$ cat config.mk
export PLATFORM = sky130hd
export DESIGN_NAME = alu_seq
export DESIGN_NICKNAME = d
export VERILOG_FILES = /design/src/rtl/alu_seq.sv
export SDC_FILE = /design/constraint.sdc
export NUM_CORES = 1
export LEC_CHECK = 0
export ABC_AREA = 1
export BUFFER_PORTS_ARGS = -buffer_cell sky130_fd_sc_hd__buf_2
export CAP_MARGIN = 40
export CORE_MARGIN = 2
export CORE_UTILIZATION = 65
export CTS_BUF_LIST = sky130_fd_sc_hd__clkbuf_4 sky130_fd_sc_hd__clkbuf_8
export DETAILED_ROUTE_END_ITERATION = 6
export PLACE_DENSITY_LB_ADDON = 0.1
export SYNTH_ARGS = -nofsm -noshare
export SYNTH_HDL_FRONTEND = slang
export SYNTH_SLANG_ARGS = --single-unit
$ cat constraint.sdc
create_clock -name clk -period 4.5 [get_ports clk]
set_clock_uncertainty 0.1 [all_clocks]
set_input_delay 1.125 -clock clk [delete_from_list [all_inputs] [get_ports clk]]
set_output_delay 1.125 -clock clk [all_outputs]
set_load 0.1 [all_outputs]
$ cat src/rtl/alu_seq.sv
// alu_seq: single-cycle ALU for ADD/SUB/logic/SHL, plus a multi-cycle
// shift-add unsigned multiplier (WIDTH steps, LSB of multiplier first).
// Flags and result are registered and hold until the next completion.
module alu_seq #(
    parameter int WIDTH = 16
) (
    input  logic             clk,
    input  logic             rst_n,
    input  logic [WIDTH-1:0] a,
    input  logic [WIDTH-1:0] b,
    input  logic [2:0]       op,
    input  logic             start,
    output logic             busy,
    output logic             done,
    output logic [WIDTH-1:0] result,
    output logic             carry,
    output logic             zero
);

    localparam int CW = (WIDTH > 2) ? $clog2(WIDTH) : 1;

    localparam logic [2:0] OP_ADD = 3'b000;
    localparam logic [2:0] OP_SUB = 3'b001;
    localparam logic [2:0] OP_AND = 3'b010;
    localparam logic [2:0] OP_OR  = 3'b011;
    localparam logic [2:0] OP_XOR = 3'b100;
    localparam logic [2:0] OP_NOT = 3'b101;
    localparam logic [2:0] OP_SHL = 3'b110;
    localparam logic [2:0] OP_MUL = 3'b111;

    typedef enum logic {IDLE, MUL} state_t;

    state_t               state, state_nxt;
    logic [2*WIDTH-1:0]   acc;       // product accumulator, double width
    logic [2*WIDTH-1:0]   mcand;     // multiplicand, shifted left each step
    logic [WIDTH-1:0]     mplier;    // multiplier, shifted right each step
    logic [2:0]           op_q;
    logic [CW-1:0]        cnt;

    logic [WIDTH-1:0]     alu_res;
    logic                 alu_c;
    logic [2*WIDTH-1:0]   acc_step;
    logic                 last;
    logic                 stepping;

    assign busy     = (state == MUL);
    assign stepping = (state == MUL) && (op_q == OP_MUL);
    assign last     = (cnt == CW'(WIDTH - 1));
    assign acc_step = acc + (mplier[0] ? mcand : '0);

    // single-cycle operations, evaluated straight from the input operands
    always_comb begin
        alu_res = '0;
        alu_c   = 1'b0;
        case (op)
            OP_ADD:  {alu_c, alu_res} = {1'b0, a} + {1'b0, b};
            OP_SUB:  {alu_c, alu_res} = {1'b0, a} - {1'b0, b};  // top bit is the borrow
            OP_AND:  alu_res = a & b;
            OP_OR:   alu_res = a | b;
            OP_XOR:  alu_res = a ^ b;
            OP_NOT:  alu_res = ~a;
            OP_SHL: begin
                alu_res = {a[WIDTH-2:0], 1'b0};
                alu_c   = a[WIDTH-1];
            end
            default: ;  // MUL is handled by the sequencer
        endcase
    end

    // state register
    always_ff @(posedge clk or negedge rst_n) begin
        if (!rst_n) state <= IDLE;
        else        state <= state_nxt;
    end

    // next state: only a MUL request leaves IDLE; MUL ends after the last step
    always_comb begin
        state_nxt = state;
        case (state)
            IDLE:    if (start && op == OP_MUL) state_nxt = MUL;
            MUL:     if (last) state_nxt = IDLE;
            default: state_nxt = IDLE;
        endcase
    end

    // operand latch, multiply steps and registered outputs
    always_ff @(posedge clk or negedge rst_n) begin
        if (!rst_n) begin
            acc    <= '0;
            mcand  <= '0;
            mplier <= '0;
            op_q   <= '0;
            cnt    <= '0;
            done   <= 1'b0;
            result <= '0;
            carry  <= 1'b0;
            zero   <= 1'b0;
        end else begin
            done <= 1'b0;
            case (state)
                IDLE: begin
                    if (start) begin
                        mcand  <= {{WIDTH{1'b0}}, a};
                        mplier <= b;
                        op_q   <= op;
                        acc    <= '0;
                        cnt    <= '0;
                        if (op != OP_MUL) begin
                            result <= alu_res;
                            carry  <= alu_c;
                            zero   <= (alu_res == '0);
                            done   <= 1'b1;
                        end
                    end
                end
                MUL: begin
                    // start is deliberately not looked at here
                    if (stepping) begin
                        acc    <= acc_step;
                        mcand  <= mcand << 1;
                        mplier <= mplier >> 1;
                        cnt    <= cnt + CW'(1);
                        if (last) begin
                            result <= acc_step[WIDTH-1:0];
                            carry  <= |acc_step[2*WIDTH-1:WIDTH];
                            zero   <= (acc_step[WIDTH-1:0] == '0);
                            done   <= 1'b1;
                        end
                    end
                end
                default: ;
            endcase
        end
    end

endmodule

Word level (Yosys, flattened, before mapping)
Cells that the tools add are included.
Operators by class
  add/sub/neg operators: 4
  equality and inequality tests: 14
  mux-type cells: 38
  bitwise logic cells: 5
  reduce and logical (&&, ||, !) cells: 9
Operators with widths (count)
  $mux 32: 5
  $pmux 32 s2: 2
  $pmux 16 s7: 1
  $mux 16: 6
  $pmux 16 s2: 2
  $add 32x32->32: 1
  $logic_not 16->1: 2
  $add 16x16->17: 1
  $sub 16x16->17: 1
  $and 16x16->16: 1
  $not 16->16: 1
  $or 16x16->16: 1
  $reduce_or 16->1: 1
  $xor 16x16->16: 1
  $eq 3x3->1 const B: 5
  $mux 1: 14
  $mux 4: 2
  $pmux 1 s2: 4
  $pmux 4 s2: 1
  $eq 3x2->1 const B: 2
  $add 4x1->4 const B: 1
  $eq 4x4->1 const B: 1
  $ne 2x1->1 const B: 2
  $ne 2x2->1 const B: 2
  8 further kinds: 10
Storage, ports and cells
  bits in registers: 107
  input port bits: 38
  output and inout bits: 20
  word-level logic and storage cells: 80

Depth between registers and ports, before layout
Gate-level depths: netlist of the first run.
  depth in word-level cells: 6
  depth in mapped cells: 22

Worst setup path after synthesis of the first run
Ideal clock, no wire load.
  kind: input port to flip-flop
  from: input port a[0]
  to: register zero
  setup time: 0.078 ns
  data arrival time: 2.761 ns
  setup slack: 1.561 ns
  cell stages on the path: 17
  buffers on the path: 0
  cell sequence: inv_1 -> ha_1 -> inv_1 -> fa_1 -> nand3_1 -> nand2_1 -> nand2_1 -> nand2_1 -> nand2_1 -> nand3_1 -> nand2_1 -> nor2_1 -> nor2_1 -> nand2_1 -> nor2_1 -> nand4_1 -> a21oi_1
Between the ends
  cells in the longest elaborated chain, start to end: 6
RTL lines
  from (decl): RTL line 9  | input logic [WIDTH-1:0] a,
  $sub 16x16->17, or another cell as far along: RTL line 57  | OP_SUB: {alu_c, alu_res} = {1'b0, a} - {1'b0, b};
  $pmux 16 s7 *: RTL line 55  | case (op)
  $logic_not 16->1 *: RTL line 111  | zero <= (alu_res == '0);
  $mux 1 *: RTL line 108  | if (op != OP_MUL) begin
  $mux 1 *: RTL line 102  | if (start) begin
  $pmux 1 s2 *: RTL line 100  | case (state)
  to (signal assigned): RTL line 111
  to (signal assigned): RTL line 126  | zero <= (acc_step[WIDTH-1:0] == '0);
  to (decl): RTL line 17  | output logic zero
Every way passes the cells marked *; elsewhere a longest branch is shown, timed or not. The select of a mux whose other input is x is not followed.
A chain may end at the register's enable or synchronous reset.

Final worst setup path of the first run
  from: register mplier[0]
  to: register carry
Between the ends
  cells in the longest elaborated chain, start to end: 6
RTL lines
  from (decl): RTL line 36  | logic [WIDTH-1:0] mplier;
  from (signal assigned): RTL line 121  | mplier <= mplier >> 1;
  $mux 32: RTL line 49  | assign acc_step = acc + (mplier[0] ? mcand : '0);
  $add 32x32->32: RTL line 49
  $reduce_or 16->1: RTL line 125  | carry <= |acc_step[2*WIDTH-1:WIDTH];
  $mux 1: RTL line 123  | if (last) begin
  $mux 1: RTL line 118  | if (stepping) begin
  $pmux 1 s2: RTL line 100
  to (signal assigned): RTL line 110  | carry <= alu_c;
  to (signal assigned): RTL line 125
  to (decl): RTL line 16  | output logic carry,
No other way between the ends. The select of a mux whose other input is x is not followed.

==> summary.md, run 1 <==
| Metric | Value |
|---|---|
| Area taken by multi-input logic gates | roughly 6000 um2 |
| Highest ir drop seen on vdd | approximately 0.00013 V |
| Die height | 129 um |
| Crit path arrival time | approximately 3.5 ns |
| Most common cell on crit path | nand2_1 |
| GRT Resource Usage Total | between 30 and 40% |
| Top post-synthesis cells by area | dfrtp_1 27%, nand2_1 20%, inv_1 11% |
| Maximum number of pins on one net before global-route repair | 61 |
| Final Cycle Share | approximately 74% |
| Endpoints failing hold | 0 |
| Critical path class | reg2reg |
| Main flop type after synthesis | dfrtp_1 |
| FP Rows | 45 |
| Count of different cell masters after synthesis | 38 |
| Gate power share | 21.2% |
| Sw frac | about 33% |
| Number of nets in the layout | roughly 1.8k |
| Yosys top cell area share | between 20% and 30% |
| Crit path largest cell delay | 0.58 ns |
| Syn Inst Count | between 1.5k and 2k |
| CP Capture Type | flop |
| Pwr per Cell Area | about 180 nW/um2 |
| Die X | between 100 and 150 um |
| Worst Tran Pin Value | 0.603 ns |
| Reg2reg end | carry$_DFFE_PN0P_ |
| Drt total wl | just over 30,000 um |
| Register area share after synthesis | a little over a quarter |
| Initial core utilization | 66.4% |
| Most common cell in the netlist | nand2_1 |
| Synthesized area | 10,100 um2 |
| R2r worst-path depth | 18 |
| GRT overflow | 0 |
| Reg-to-reg slack, setup | approximately 1.2 ns |
| Post-CTS setup buffers | 0 |
| CP required | between 4 and 5 ns |
| Crit-path cells | nand2_1 -> inv_1 -> ha_1 -> fa_1 -> nand3_1 -> nand3_1 -> nand2_1 -> nand3_1 -> nand2_1 -> nand2_1 -> nand2_1 -> nand2_1 -> nor2_1 -> nand2_1 -> nor2_1 -> nand3_1 -> nand2_1 -> a21oi_1 |
| Post-synth top cells | 526 x nand2_1, 290 x inv_1, 153 x nor2_1 |
| Syn Nets | 1,756 |
| Fin cells | roughly 1.9k |
| Final Wtd Congestion | between 1 and 1.5 |
| Final core occ | roughly 70% |
| Dpl cells | 1,839 |
| Number of max-cap violations | 0 |
| Register area | about 2700 um2 |
| FF+latch count, synth | 107 |
| Boundary pin count | between 50 and 60 |
| Yosys warning count | 0 |
| Area leader, netlist | dfrtp_1 |
| Clock root buffer | clkbuf_8 |
| Worst r2r src | mplier[0]$_DFFE_PN0P_ |
| Critical Path Slowest Stage Cell | dfrtp_1 |
| RSZ-0062 raised after global routing | no |
| DR iter-0 viols | between 1k and 1.5k |
| Routed len/inst | 16.8 um |
| Min-delay src | acc[13]$_DFFE_PN0P_ |
| Via Count | ~11k |
| Final ANT Viol Nets | 0 |
| Top achievable clock speed | 0.299 GHz |
| Hold depth | 2 |
| Clock sink count | 107 |
| Port Buffers | 57 |
| H-tree levels | 3 |
| Drt via density | about 5.7 |
| Largest delay share family, worst path | simple AND/OR/NAND/NOR gates |
| Crit start category | flop |
| Worst-path fanout max | 15 |
| Slew Viols, Final | 0 |
| Fillers | 1,371 |
| Antenna violations before repair | 0 |
| Syn Area/Cell | around 6.2 um2 |
| Seq pwr share | between 40% and 50% |
| Rel. slew slack | 59.8% |
| Vias in the first global route | ~10k |
| HP Class | reg2reg |
| Worst path bufs/invs | 1 |
| Post-route DRC violation count | 0 |
| CORE AREA | 15,200 um2 |
| Clock transition at path regs | ~0.11 ns |
| Number of synthesized flops with an enable pin | 0 |
| Ratio of cells with drive above 1 in the final layout | between 6 and 7% |
| Ys async rst share | between 90% and 100% |
| First-pass GRT wire length | around 50,000 um |
| Tmin final | ~3.3 ns |
| P&R area growth vs syn | 5.85% |
| Die area | between 15,000 and 20,000 um2 |
| Post-DP HPWL | between 20,000 and 25,000 um |
| Inserted Clock Buffers | 9 |
| NetSw | between 600 and 700 uW |
| Hold Path Sink | acc[13]$_DFFE_PN0P_ |
| Clock power frac | approximately 30% |
| Hold Buf Count CTS | 0 |
| ANT cells | 0 |
| Leak pwr | 6.26 nW |
| PostCTS Resize Cnt | 0 |
| Internal power | 1.30 mW |
| DR pass1 iterations | 5 |
| Final setup fails | 0 |
| Setup TNS | 0 ns |
| Status | finished, final reports clean |
| CTS tree | done |
| Clk_lat worst skew | around 0.40 ns |
| CTS Buffer Depth | 2 |
## worst max-delay path by stage
stage | from | to | slack [ns] | cells past startpoint
2_1_floorplan | a[0] | zero$_DFFE_PN0P_ | 1.56 | 17
3_3_place_gp | b[0] | zero$_DFFE_PN0P_ | 1.05 | 17
3_5_place_dp | b[3] | carry$_DFFE_PN0P_ | 1.06 | 17
4_1_cts | mplier[0]$_DFFE_PN0P_ | carry$_DFFE_PN0P_ | 1.25 | 18
5_1_grt | mplier[0]$_DFFE_PN0P_ | carry$_DFFE_PN0P_ | 0.91 | 18
6_report | mplier[0]$_DFFE_PN0P_ | carry$_DFFE_PN0P_ | 1.16 | 18
## placed cells by master, fill, tap and decap left out, types with 5 or more instances in the layout
master / netlist / routed
inv_1: 290 / 289
a21oi_1: 55 / 55
o21bai_1: 5 / 5
clkbuf_8: 0 / 9
nand3_1: 115 / 115
nand4_1: 17 / 17
nand3b_1: 6 / 6
nor3_1: 11 / 11
buf_4: 4 / 11
nand2_1: 526 / 526
xnor2_1: 9 / 9
o211ai_1: 16 / 16
inv_2: 4 / 5
dfrtp_1: 107 / 106
ha_1: 83 / 83
o22ai_1: 37 / 37
o21ai_0: 68 / 68
a211oi_1: 5 / 5
nor2_1: 153 / 153
or2_2: 11 / 11
a31oi_1: 29 / 29
buf_2: 20 / 56
xor2_1: 8 / 8
a22o_1: 11 / 11
## worst reg2reg max path: stages (launching register included)
cell	delay, ns
dfrtp_1	0.58
nand2_1	0.20
inv_1	0.06
ha_1	0.24
fa_1	0.46
nand3_1	0.11
nand3_1	0.22
nand2_1	0.12
nand3_1	0.20
nand2_1	0.16
nand2_1	0.07
nand2_1	0.05
nand2_1	0.07
nor2_1	0.11
nand2_1	0.08
nor2_1	0.13
nand3_1	0.12
nand2_1	0.10
a21oi_1	0.07
## through the flow
stage                     area, um2  hold slack, ns  power [mW]  worst slack [ns]
after global placement        10500           0.370        1.38              1.05
after floorplan               10100           0.353        1.24              1.56
after global routing          10700           0.425        2.05             0.911
after CTS                     10700           0.406        1.95              1.25
final                         10700           0.401        1.96              1.16
after detailed placement      10500           0.379        1.38              1.06
## metal layers
layer,global-route usage (%),routed length (um),vias to the layer above
met5,0,0,-
met4,20.4,1540,0
met3,6.57,2510,89
met2,60.5,13700,497
met1,52.0,13400,4831
li1,-,-,5213
## logic make-up (layout without fill, tap and decap cells)
logic type / after synthesis / after routing / share of synthesized area (%)
AOI/OAI and AO/OA: 230 / 230 / 13.4
adders and majority gates: 86 / 86 / 10.9
and+or+nand+nor: 848 / 848 / 34.4
buffers and inverters: 344 / 379 / 13.3
DFF: 107 / 107 / 26.5
xor gates and xnor gates: 17 / 17 / 1.47
## registers in the layout (all words and copies together), names as in the netlist
signal,flops
acc,32
busy,1
carry,1
cnt,4
done,1
mcand,32
mplier,16
op_q,3
result,16
zero,1
## final cells by class
class / instances / area share, %
clock buffer: 10 / 1.23
multi-input combinational: 1181 / 56.8
tap: 188 / 2.20
inverter: 294 / 10.3
timing repair buffer: 69 / 3.84
clock inverter: 6 / 0.515
sequential: 107 / 25.1
## power groups by stage
stage	clock [mW]	combinational (mW)	sequential [mW]
after global routing	0.627	0.461	0.963
final	0.579	0.415	0.962
after CTS	0.588	0.404	0.962
after floorplan	0	0.255	0.989
after global placement	0	0.398	0.981
after detailed placement	0	0.402	0.981
Power figures use the tool's default switching activity.
==> run 2, diff against run 1 <==
- CORE_UTILIZATION: 65 -> 58
- clock period: 4.5 -> 2.91 ns (I/O delays scaled with it)
==> summary.md, run 2 (synthesis results as in run 1) <==
| Metric | Value |
|---|---|
| Most common cell on crit path | nand2_1 |
| Most frequent cells in the layout | 522 x nand2_1, 289 x inv_1, 137 x nor2_1 |
| Highest ir drop seen on vdd | 0.000222 V (+65%) |
| Rel. slew slack | 55.0% (-4.8 points) |
| Ratio of cells with drive above 1 in the final layout | 13.7% (+7.1 points) |
| Worst Tran Pin Value | 0.674 ns (+0.0715 ns) |
| Clock sink count | 107 (unchanged) |
| Routing usage on met2 | 59.3% (-1.2 points) |
| First-pass GRT wire length | 52,400 um (+4.5%) |
| Hold Buf Count CTS | 0 (unchanged) |
| Critical Path Slowest Stage Cell | dfrtp_2 |
| Fin cells | 1,988 (+7.2%) |
| Hold_ws | 0.128 ns (-0.273 ns) |
| Crit path largest cell delay | 0.46 ns (-0.12 ns) |
| Vias in the first global route | 10.4k (+5.0%) |
| Routed len/inst | 16.6 um (-1.2%) |
| Clock root buffer | clkbuf_8 |
| Reg-to-reg slack, setup | 0.16 ns (-0.99 ns) |
| Inserted Clock Buffers | 9 (unchanged) |
| R2r worst-path depth | 16 (-2) |
| GRT Max-Usage Layer | met2 |
| Crit path arrival time | 2.93 ns (-0.60 ns) |
| Pwr per Cell Area | 277 nW/um2 (+51%) |
| Critical path class | reg2reg |
| Crit start category | flop |
| Tmin final | 2.75 ns (-0.597 ns) |
| Die area | 18,500 um2 (+12%) |
| Die height | 136 um (+5.7%) |
| CTS tree | done |
| Top achievable clock speed | 0.364 GHz (+22%) |
| Endpoints failing hold | 0 (unchanged) |
| FP Rows | 48 (+6.7%) |
| CORE AREA | 17,200 um2 (+13%) |
| Final ANT Viol Nets | 0 (unchanged) |
| Worst-path fanout max | 6 (-9) |
| Drt total wl | 33,000 um (+5.9%) |
| HP Class | in2async |
| Port Buffers | 57 (unchanged) |
| Top flop regs | acc (32), mcand (32) |
| H-tree levels | 3 (unchanged) |
| Via Count | 11.1k (+4.8%) |
| Final Wtd Congestion | 1.04 (+2.7%) |
| DR iter-0 viols | 1,026 (-0.19%) |
| Leak pwr | 6.80 nW (+8.5%) |
| Reg2reg end | zero$_DFFE_PN0P_ |
| GRT overflow | 0 (unchanged) |
| Clock transition at path regs | 0.11 ns (about the same) |
| Antenna violations before repair | 3 (+3) |
| Design Power | 3.22 mW (+65%) |
| Initial core utilization | 58.8% (-7.6 points) |
| Number of nets in the layout | 1,881 (+5.3%) |
| Crit-path cells | buf_4 -> nand2_1 -> inv_1 -> ha_1 -> nand2_1 -> nor2_2 -> nand3_1 -> nand2_2 -> nand2_1 -> nand2_1 -> xor2_1 -> nor2_1 -> nand2_1 -> nor2_1 -> a21oi_1 -> a21oi_1 |
| Commonest non-fill, non-tap cell in the layout | nand2_1 |
| Clk_lat worst skew | 0.40 ns (about the same) |
| P&R area growth vs syn | 15.3% |
| Final Cycle Share | 94.4% (+20 points) |
| Post-route DRC violation count | 0 (unchanged) |
| Die X | 136 um (+5.7%) |
| Number of max-cap violations | 0 (unchanged) |
| Maximum number of pins on one net before global-route repair | 63 (+3.3%) |
| Post-DP HPWL | 26,500 um (+7.1%) |
| Slew Viols, Final | 0 (unchanged) |
| GRT Resource Usage Total | 36.5% (-2.2 points) |
| Boundary pin count | 58 (unchanged) |
| Global-route met1 utilization | 47.8% (-4.2 points) |
| DR pass1 iterations | 6 (+1) |
| CTS Buffer Depth | 2 (unchanged) |
| Worst r2r src | mplier[0]$_DFFE_PN0P_ |
| CP Capture Type | flop |
| Status | finished, final reports clean |
| Final setup fails | 0 (unchanged) |
| Drt via density | 5.60 (-2.3%) |
| Dpl cells | 1,970 (+7.1%) |
| CP required | 3.09 ns (-1.60 ns) |
| Grt met3 use | 6.41% (-0.16 points) |
| Fillers | 1,575 (+15%) |
-- run 2: cell count changes in the layout (fill, tap and decap cells not counted), moves of 5 or more --
cell and change:
buf_4 +93, ha_1 -5, nor2_2 +15, nor2_1 -16
-- run 2: power by group --
part	total, mW	internal (mW)	switching [mW]
sequential	1.49	1.49	0.000715
combinational	0.726	0.250	0.477
clock	1.00	0.420	0.585
-- run 2: critical path: cells and delay by family, from the launching register on --
kind | cells | cell delay (ns)
flip-flops | 1 | 0.46
AO/OA/AOI/OAI | 2 | 0.24
XOR/XNOR | 1 | 0.23
adder cells (fa/ha/maj) | 1 | 0.37
AND/OR/NAND/NOR | 10 | 1.06
buffers and inverters | 2 | 0.21
-- run 2: repair_timing --
| action | CTS | global route |
|---|---|---|
| pin swaps | 0 | 1 |
| cloned | 0 | 0 |
| endpoints found under the setup margin | 2 | 5 |
| gates resized for setup | 1 | 41 |
| buffers inserted | 0 | 1 |
-- run 2: layout make-up --
class | count | area, um2 | share of cell area [%]
multi-input combinational | 1181 | 6220 | 53.5
sequential | 107 | 2680 | 23.0
timing repair buffer | 164 | 1140 | 9.76
inverter | 294 | 1100 | 9.48
tap | 225 | 282 | 2.42
clock buffer | 9 | 124 | 1.06
clock inverter | 7 | 90.1 | 0.774
antenna | 1 | 2.50 | 0.0215
-- run 2: routing by layer --
| layer | part of all wire [%] | wire [um] |
|---|---|---|
| met1 | 42 | 13800 |
| met2 | 46 | 15000 |
| met3 | 8.2 | 2690 |
| met4 | 4.5 | 1470 |
| met5 | 0.036 | 12 |
-- run 2: metrics by stage --
step	utilization [%]	TNS, ns	instance area (um2)	setup WS (ns)
after floorplan	-	0	10100	0.257
after global placement	65.4	-0.0823	11200	-0.0680
after detailed placement	65.6	-0.187	11300	-0.0959
after CTS	66.8	0	11500	0.0293
after global routing	67.8	-0.0623	11600	-0.0435
final	67.8	0	11600	0.163
-- run 2: worst max-delay path by stage --
stage                                from                end  cells after the start
finish              mplier[0]$_DFFE_PN0P_   zero$_DFFE_PN0P_                     16
CTS                 mplier[0]$_DFFE_PN0P_   zero$_DFFE_PN0P_                     16
global placement                    b[11]  carry$_DFFE_PN0P_                     16
floorplan           mplier[0]$_DFFE_PN0P_  carry$_DFFE_PN0P_                     20
detailed placement                   b[3]  carry$_DFFE_PN0P_                     17
global route        mplier[0]$_DFFE_PN0P_  carry$_DFFE_PN0P_                     17
==> run 3, diff against run 2 <==
- CELL_PAD_IN_SITES_DETAIL_PLACEMENT: not set -> 0
- CELL_PAD_IN_SITES_GLOBAL_PLACEMENT: not set -> 1
- CORE_ASPECT_RATIO: not set -> 2
- CORE_UTILIZATION: 58 -> 41
==> summary.md, run 3 (synthesis results as in run 1) <==
| Metric | Value |
|---|---|
| Status | finished with violations |
| Failing checks | design-rule violations, negative setup slack |
| CP Capture Type | flop |
| Clock root buffer | clkbuf_8 |
| Clock sink count | 107 (unchanged) |
| Most common cell on crit path | nand2_1 |
| Final core occ | 52.6% (-15 points) |
| Final setup fails | 1 (+1) |
| DR pass1 iterations | 7 (+1) |
| Crit-path cells | buf_12 -> buf_4 -> nand2_1 -> inv_2 -> ha_1 -> buf_4 -> nand2_1 -> nand3_2 -> buf_4 -> inv_1 -> nand2_1 -> a21oi_1 -> nand3_1 -> nand2_2 -> nand2_1 -> nor2_1 -> nand3_2 -> nand2_1 -> a21oi_1 |
| Final Wtd Congestion | 0.986 (-5.2%) |
| Die height | 226 um (+66%) |
| DR iter-0 viols | 573 (-44%) |
| Number of nets in the layout | 2,002 (+6.4%) |
| Top flop regs | acc (32), mcand (32) |
| CP required | 3.14 ns (+0.05 ns) |
| Final worst slack | -0.00831 ns (-0.171 ns) |
| Commonest non-fill, non-tap cell in the layout | nand2_1 |
| Largest delay share family, worst path | simple AND/OR/NAND/NOR gates |
| DP Worst Slack | -0.251 ns (-0.155 ns) |
| Critical path class | reg2reg |
| CORE AREA | 24,300 um2 (+42%) |
| Drt via density | 5.19 (-7.4%) |
| Leak pwr | 7.36 nW (+8.3%) |
| Crit path largest cell delay | 0.44 ns (-0.02 ns) |
| Vias in the first global route | 11.5k (+11%) |
| Clk_lat worst skew | 0.43 ns (+0.03 ns) |
| HP Class | in2async |
| First-pass GRT wire length | 63,100 um (+20%) |
| Drt total wl | 41,800 um (+27%) |
| Tmin final | 2.92 ns (+0.171 ns) |
| Hold_ws | 0.100 ns (-0.0277 ns) |
| CTS tree | done |
| Maximum number of pins on one net before global-route repair | 76 (+21%) |
| Worst Tran Pin Value | 0.526 ns (-0.148 ns) |
| Inserted Clock Buffers | 9 (unchanged) |
| Antenna violations before repair | 2 (-1) |
| Number of max-cap violations | 0 (unchanged) |
| Most frequent cells in the layout | 504 x nand2_1, 280 x inv_1, 225 x buf_4 |
| RSZ-0062 raised after global routing | yes |
| Port Buffers | 57 (unchanged) |
| Final Cycle Share | 100% (+5.9 points) |
| Top achievable clock speed | 0.343 GHz (-5.9%) |
| Crit path arrival time | 3.15 ns (+0.22 ns) |
| Via Count | 11.3k (+1.3%) |
| Initial core utilization | 41.5% (-17 points) |
| H-tree levels | 3 (unchanged) |
| Rel. slew slack | 64.9% (+9.9 points) |
| Ratio of cells with drive above 1 in the final layout | 21.2% (+7.5 points) |
| GRT Resource Usage Total | 33.2% (-3.4 points) |
| Crit start category | flop |
| Worst-path fanout max | 24 (+18) |
| P&R area growth vs syn | 26.7% |
| Highest ir drop seen on vdd | 0.000178 V (-20%) |
| FP Rows | 81 (+69%) |
| Die area | 26,000 um2 (+41%) |
| Setup TNS | -0.00831 ns (-0.00831 ns) |
| Pwr per Cell Area | 261 nW/um2 (-5.5%) |
| Clock transition at path regs | 0.12 ns (about the same) |
| Fillers | 2,623 (+67%) |
| GRT overflow | 0 (unchanged) |
| Critical Path Slowest Stage Cell | dfrtp_1 |
| Worst path bufs/invs | 6 (+4) |
| Post-route DRC violation count | 7 (+7) |
| Endpoints failing hold | 0 (unchanged) |
| Final ANT Viol Nets | 0 (unchanged) |
| CTS Buffer Depth | 2 (unchanged) |
| Die X | 115 um (-15%) |
| Slew Viols, Final | 0 (unchanged) |
| Routed len/inst | 19.2 um (+16%) |
| Boundary pin count | 58 (unchanged) |
| Post-DP HPWL | 34,900 um (+32%) |
-- run 3: cell count changes in the layout (fill, tap and decap cells not counted), sizes merged --
cell	change
buf	+121
bufinv	-1
clkinv	-1
clkinvlp	+1
inv	+1
-- run 3: path summary, 6_finish.rpt --
kind / start / endpoint / slack [ns] / cells after the start
max: mplier[0]$_DFFE_PN0P_ / carry$_DFFE_PN0P_ / -0.008 / 19
min: rst_n / mcand[0]$_DFFE_PN0P_ / 0.10 / 1
max reg2reg: mplier[0]$_DFFE_PN0P_ / carry$_DFFE_PN0P_ / -0.008 / 19
min reg2reg: result[2]$_DFFE_PN0P_ / result[2]$_DFFE_PN0P_ / 0.40 / 2
max in group asynchronous: rst_n / result[5]$_DFFE_PN0P_ / 1.97 / 2
min in group clk: result[2]$_DFFE_PN0P_ / result[2]$_DFFE_PN0P_ / 0.40 / 2
-- run 3: timing repair --
action / in CTS / in global routing
endpoints found under the setup margin: 2 / 11
buffers inserted: 1 / 0
pin swaps: 1 / 2
hold buffers: 0 / 0
resized for setup: 25 / 52
-- run 3: power breakdown --
group | total, mW | internal (mW) | switching [mW] | leakage [nW]
registers | 1.49 | 1.49 | 0.000607 | 1.15
logic | 0.854 | 0.332 | 0.521 | 6.10
clock network | 1.00 | 0.346 | 0.655 | 0.0990
total | 3.34 | 2.17 | 1.18 | 7.36
-- run 3: layout make-up --
type	instances	area, um2	share of cell area, %
inverter	294	1100	8.62
sequential	107	2680	20.9
clock inverter	7	75.1	0.587
clock buffer	9	124	0.968
tap	290	363	2.84
multi-input combinational	1181	6400	50.0
timing repair buffer	285	2050	16.0
antenna	1	2.50	0.0196
-- run 3: metal layers --
metal	vias to the layer above	GRT usage (%)	share of wire [%]
met5	-	0	0
met4	0	28.1	10
met3	153	4.97	3.6
met2	282	64.8	56
met1	5199	27.7	31
li1	5647	-	-
-- run 3: worst register-to-register path, cell delays in order, from the launching register on --
cell	delay [ns]
dfrtp_1	0.44
buf_12	0.17
buf_4	0.19
nand2_1	0.07
inv_2	0.08
ha_1	0.31
buf_4	0.16
nand2_1	0.09
nand3_2	0.13
buf_4	0.15
inv_1	0.04
nand2_1	0.05
a21oi_1	0.12
nand3_1	0.10
nand2_2	0.11
nand2_1	0.12
nor2_1	0.15
nand3_2	0.10
nand2_1	0.07
a21oi_1	0.07
-- run 3: per-stage QoR --
stage / power [mW] / instance area [um2] / cells
final: 3.34 / 12800 / 2174
after global routing: 3.50 / 12800 / 2174
after CTS: 3.37 / 12600 / 2173
after detailed placement: 2.36 / 12300 / 2156
after global placement: 2.37 / 12300 / 2156
after floorplan: 1.92 / 10100 / 1632
